==> config.mk <==
export PLATFORM = sky130hd
export DESIGN_NAME = alu_issue_regfile
export DESIGN_NICKNAME = d
export VERILOG_FILES = /design/src/rtl/alu_issue_regfile.sv
export SDC_FILE = /design/constraint.sdc
export NUM_CORES = 1
export LEC_CHECK = 0
export CORE_ASPECT_RATIO = 0.75
export CORE_UTILIZATION = 45
export CTS_CLUSTER_SIZE = 12
export DETAILED_ROUTE_END_ITERATION = 10
export MAX_ROUTING_LAYER = met4
export PLACE_DENSITY = 0.71
export SLEW_MARGIN = 20
export SYNTH_ARGS = -nofsm -noshare
export SYNTH_HDL_FRONTEND = slang
export SYNTH_SLANG_ARGS = --single-unit
export TNS_END_PERCENT = 30
==> constraint.sdc <==
create_clock -name clk -period 2.09 [get_ports clk]
set_input_delay 0.418 -clock clk [delete_from_list [all_inputs] [get_ports clk]]
set_output_delay 0.418 -clock clk [all_outputs]
set_load 0.03 [all_outputs]
==> src/rtl/alu_issue_regfile.sv <==
// Single-issue operand fetch / writeback stage around an external combinational
// 16-bit ALU. Owns the register file, accepts one instruction at a time
// (IDLE -> READ -> EXEC), and latches the ALU Zero/Overflow outputs as flags.
// Optional feature macro: STICKY_OVF_EN adds ovf_clr / ovf_sticky.
module alu_issue_regfile #(
    parameter int unsigned NREGS = 8,
    parameter int unsigned AW    = 3
) (
`ifdef STICKY_OVF_EN
    input  logic          ovf_clr,
    output logic          ovf_sticky,
`endif
    input  logic          clk,
    input  logic          rst_n,
    input  logic          in_valid,
    output logic          in_ready,
    input  logic [3:0]    in_ctrl,
    input  logic [AW-1:0] in_rs,
    input  logic [AW-1:0] in_rt,
    input  logic [AW-1:0] in_rd,
    input  logic          in_imm_sel,
    input  logic [15:0]   in_imm,
    input  logic          ld_en,
    input  logic [AW-1:0] ld_addr,
    input  logic [15:0]   ld_data,
    input  logic [AW-1:0] dbg_addr,
    output logic [15:0]   dbg_data,
    output logic [15:0]   alu_a,
    output logic [15:0]   alu_b,
    output logic [3:0]    alu_ctrl,
    input  logic [15:0]   alu_s,
    input  logic          alu_overflow,
    input  logic          alu_zero,
    output logic          done,
    output logic          flag_zero,
    output logic          flag_ovf
);

    typedef enum logic [1:0] {StIdle, StRead, StExec} state_e;

    state_e        state_q;
    logic [15:0]   regs_q [NREGS];

    // Instruction fields captured at accept
    logic [3:0]    ins_ctrl_q;
    logic [AW-1:0] ins_rs_q;
    logic [AW-1:0] ins_rt_q;
    logic [AW-1:0] ins_rd_q;
    logic          ins_imm_sel_q;
    logic [15:0]   ins_imm_q;

    // ALU-facing operands, only updated in READ so they hold outside EXEC
    logic [15:0]   op_a_q;
    logic [15:0]   op_b_q;
    logic [3:0]    ctrl_q;

    logic          done_q;
    logic          flag_zero_q;
    logic          flag_ovf_q;
    logic          accept;

    assign in_ready = (state_q == StIdle);
    assign accept   = in_valid & in_ready;
    assign alu_a    = op_a_q;
    assign alu_b    = op_b_q;
    assign alu_ctrl = ctrl_q;
    assign done     = done_q;
    assign flag_zero = flag_zero_q;
    assign flag_ovf  = flag_ovf_q;
    assign dbg_data  = regs_q[dbg_addr];

    // Issue FSM with registered operand, flag and done outputs
    always_ff @(posedge clk or negedge rst_n) begin
        if (!rst_n) begin
            state_q       <= StIdle;
            ins_ctrl_q    <= '0;
            ins_rs_q      <= '0;
            ins_rt_q      <= '0;
            ins_rd_q      <= '0;
            ins_imm_sel_q <= 1'b0;
            ins_imm_q     <= '0;
            op_a_q        <= '0;
            op_b_q        <= '0;
            ctrl_q        <= '0;
            done_q        <= 1'b0;
            flag_zero_q   <= 1'b0;
            flag_ovf_q    <= 1'b0;
`ifdef STICKY_OVF_EN
            ovf_sticky    <= 1'b0;
`endif
        end else begin
            done_q <= 1'b0;
            unique case (state_q)
                StIdle: begin
                    if (accept) begin
                        ins_ctrl_q    <= in_ctrl;
                        ins_rs_q      <= in_rs;
                        ins_rt_q      <= in_rt;
                        ins_rd_q      <= in_rd;
                        ins_imm_sel_q <= in_imm_sel;
                        ins_imm_q     <= in_imm;
                        state_q       <= StRead;
                    end
                end
                StRead: begin
                    // A load accepted alongside the instruction is already visible here
                    op_a_q  <= regs_q[ins_rs_q];
                    op_b_q  <= ins_imm_sel_q ? ins_imm_q : regs_q[ins_rt_q];
                    ctrl_q  <= ins_ctrl_q;
                    state_q <= StExec;
                end
                StExec: begin
                    flag_zero_q <= alu_zero;
                    flag_ovf_q  <= alu_overflow;
                    done_q      <= 1'b1;
                    state_q     <= StIdle;
                end
                default: state_q <= StIdle;
            endcase
`ifdef STICKY_OVF_EN
            // Set wins over a same-cycle clear
            if (state_q == StExec && alu_overflow) begin
                ovf_sticky <= 1'b1;
            end else if (ovf_clr) begin
                ovf_sticky <= 1'b0;
            end
`endif
        end
    end

    // Register file: writeback in EXEC, host loads only in IDLE (never coincide)
    always_ff @(posedge clk or negedge rst_n) begin
        if (!rst_n) begin
            for (int i = 0; i < int'(NREGS); i++) begin
                regs_q[i] <= '0;
            end
        end else if (state_q == StExec) begin
            regs_q[ins_rd_q] <= alu_s;
        end else if (state_q == StIdle && ld_en) begin
            regs_q[ld_addr] <= ld_data;
        end
    end

endmodule

==> results.sh <==
export IMPL_finalCritPeriodShare=1.061
export IMPL_die_h_microns=146.6
export IMPL_yosys_most_used_dff="dfrtp_1"
export IMPL_synthesis_nets=1136
export IMPL_drv_slew=0
export IMPL_cp_end_kind="output port"
export IMPL_routedWlPerCell_microns=25.03
export IMPL_synth_area_leaders="dfrtp_1 (40%), mux2_2 (14%), mux4_2 (11%), o22ai_1 (7.7%), mux2_4 (4.8%)"
export IMPL_relSlewSlack=0.5740
export IMPL_synth_cell_area_sq_um=12540
export IMPL_diodes=0
export IMPL_grt_usage=0.3002
export IMPL_dp_cells=1524
export IMPL_crit_fanout=3
export IMPL_yosysTopAreaCell="dfrtp_1"
export IMPL_crit_start="regs_q[87]$_DFFE_PN0P_"
export IMPL_routed_wl_microns=41420
export IMPL_clkTransAtPathRegs_ps=70
export IMPL_finalHoldViolCount=0
export IMPL_holdCritStartpoint="ins_ctrl_q[1]$_DFFE_PN0P_"
export IMPL_synth_xor_area_frac=0
export IMPL_routabilityCongestion=0.8718
export IMPL_hpwl_microns=26680
export IMPL_cts_tree="done"
export IMPL_cts_made_buffers=17
export IMPL_gr_total_overflow=0
export IMPL_n_fill_cell=2164
export IMPL_cts_sinks=199
export IMPL_syn_instance_count=1062
export IMPL_worstSetupPathType="register to output port"
export IMPL_syn2layout_area_growth_pct=28.49
export IMPL_drt_initial_drc_count=1264
export IMPL_peakVddDrop_uv=660.1
export IMPL_drt_first_pass_iters=7
export IMPL_crit_required_ps=1670
export IMPL_start_util=0.4612
export IMPL_synth_mux_area_frac=0.3490
export IMPL_antenna_found_initial=0
export IMPL_grt_setup_unrepaired="true"
export IMPL_place_ws_ps=-487.6
export IMPL_vias=10650
export IMPL_die_area_sq_um=28550
export IMPL_leakagePower_nw=6.991
export IMPL_io_buffers=129
export IMPL_ys_warnings_count=0
export IMPL_cp_start_kind="register"
export IMPL_synth_edff_count=0
export IMPL_drive_above_1_share=0.3934
export IMPL_synthArstFlopShare=1.000
export IMPL_viasPerCell=6.433
export IMPL_cp_arrival_ps=1800
export IMPL_finClkSkew_ps=10.36
export IMPL_setup_viol=16
export IMPL_synthSimpleGateAreaFrac=0.09836
export IMPL_synth_top_family_by_area="multiplexers"
export IMPL_netlist_area_leader_share=0.3970
export IMPL_status="complete, but fails checks"
export IMPL_clockRootBuffer="clkbuf_16"
export IMPL_clockBufferDepth=2
export IMPL_postLayoutSetupSlackWorst_ps=-128.0
export IMPL_ys_ff_latch=199
export IMPL_synth_compound_area_frac=0.1076
export IMPL_pwr_density_cell_nw_per_um2=962.9
export IMPL_min_path_type="register to register"
export IMPL_ant_nets=0
export IMPL_maxCapViolCount=0
export IMPL_rows=52
export IMPL_cts_max_level=4
export IMPL_finalCoreUtilization=0.5926
export IMPL_core_area_sq_um=27200
export IMPL_final_cells=1655
export IMPL_ios=130
export IMPL_ys_seq_area_frac=0.3970
export IMPL_r2r_start="state_q[1]$_DFFE_PN0P_"
export IMPL_grt_pass1_wl_microns=62580
export IMPL_nets=1365
export IMPL_placed_area_sq_um=14630
export IMPL_min_period_ps=2218
export IMPL_drc=0
export IMPL_worst_pin_slew_ps=639.0
export IMPL_grt_pass1_vias=10410
export IMPL_clock_latency_ps=450
export IMPL_postSynthAreaPerCell_sq_um=11.81
export IMPL_synth_adder_area_share=0
export IMPL_ys_types=42
export IMPL_violations="negative setup slack"
export IMPL_final_area_sq_um=16120
export IMPL_grt_max_degree=49
export IMPL_finalPower_w=0.01552
export IMPL_die_x_microns=194.8
export IMPL_max_freq_mhz=450.9
-- synthesized netlist by cell type, types with 2 or more instances --
master    number
dfrtp_1      199
o22ai_1      154
mux2_2       152
nand2_1       73
mux4_2        64
mux2i_1       60
nand2b_1      53
clkbuf_1      45
mux2_4        40
nand3_1       30
o21ai_0       27
buf_2         25
nor2_1        20
buf_6         17
or2_1         15
buf_4         13
nand3b_1      12
a21oi_1       11
o32ai_1        6
a221o_1        5
and3_1         5
nor2_4         5
nor2b_1        4
buf_1          3
a22oi_1        2
a32oi_1        2
a32oi_2        2
and2_1         2
mux2_1         2
nor2_2         2
-- logic make-up (layout without fill, tap and decap cells) --
kind of cell	count (synthesis)	in the layout
mux	318	318
flops	199	199
compound gates	211	211
simple gates	229	229
buf+inv	105	347
-- cell usage in the layout (no fill, tap or decap), drive strengths merged --
cell type and instances:
a22oi 3, dfrtp 199, nor2 27, inv 5, buf 201, nor2b 5, clkbuf 21, nand3 30
nand2b 54, o21ai 27, o22ai 154, nand2 74, and3 5, a32oi 4, mux2 194, nor3b 1
clkinvlp 3, clkinv 5, dlygate4sd2 1, mux4 64, a21oi 12, bufinv 1, nand4 1, o32ai 6
dlygate4sd3 1, a221o 5, or2 17, clkdlybuf4s50 109, and3b 1, and2 2, nand3b 12, mux2i 60
-- where the power goes --
group,switching (W),leakage (nW),total [W],internal (W)
combinational,0.00341,4.10,0.00673,0.00332
sequential,0.000777,2.62,0.00547,0.00470
clock,0.00161,0.270,0.00331,0.00170
total,0.00580,6.99,0.0155,0.00972
-- stage by stage --
stage                     hold slack, ps  setup TNS, ps
after global routing               493.2          -2178
after CTS                          473.2          -1741
final                              464.8          -1641
after detailed placement           410.6         -22240
after global placement             408.2         -17590
after floorplan                    122.4         -740.5
-- state kept, by name, summed over array words and instances (netlist names) --
signal,count
regs_q,128
alu_a,16
alu_b,16
ins_imm_q,16
alu_ctrl,4
ins_ctrl_q,4
ins_rd_q,3
ins_rs_q,3
ins_rt_q,3
state_q,2
done,1
flag_ovf,1
flag_zero,1
ins_imm_sel_q,1
-- what timing repair did --
item,CTS,global route
hold buffers,1,0
hold endpoints to repair,44,0
resized for setup,43,13
gates cloned,1,0
endpoints found under the setup margin,16,63
buffers inserted,39,58
-- path summary, 6_finish.rpt --
check,end,slack [ps],cells after the start
max,dbg_data[7],-130,3
min,alu_ctrl[1]$_DFFE_PN0N_,460,2
max reg2reg,regs_q[104]$_DFFE_PN0P_,90,5
min reg2reg,alu_ctrl[1]$_DFFE_PN0N_,460,2
max in group asynchronous,regs_q[12]$_DFFE_PN0P_,950,3
min in group asynchronous,alu_a[5]$_DFFE_PN0N_,490,2
-- area by class of cell --
| type | instances | area, sq um | share of cell area |
|---|---|---|---|
| Timing Repair Buffer | 313 | 3095 | 0.1921 |
| Clock inverter | 12 | 120.1 | 0.007453 |
| Inverter | 2 | 10.01 | 0.0006211 |
| Tap cell | 351 | 439.2 | 0.02725 |
| Multi-Input combinational cell | 758 | 7013 | 0.4352 |
| Sequential cell | 199 | 4991 | 0.3097 |
| Clock buffer | 20 | 446.7 | 0.02772 |
-- layer usage --
metal	part of all wire	vias to the layer above	track usage
li1	-	4508	-
met1	0.42	5308	0.4141
met2	0.43	721	0.4208
met3	0.11	110	0.08154
met4	0.030	0	0.1118
met5	0	-	-
-- critical path, stage by stage (launching register included) --
cell and delay [ps]:
dfrtp_1 430, mux4_2 470, mux2_4 310, buf_6 140
Power figures use the tool's default switching activity.
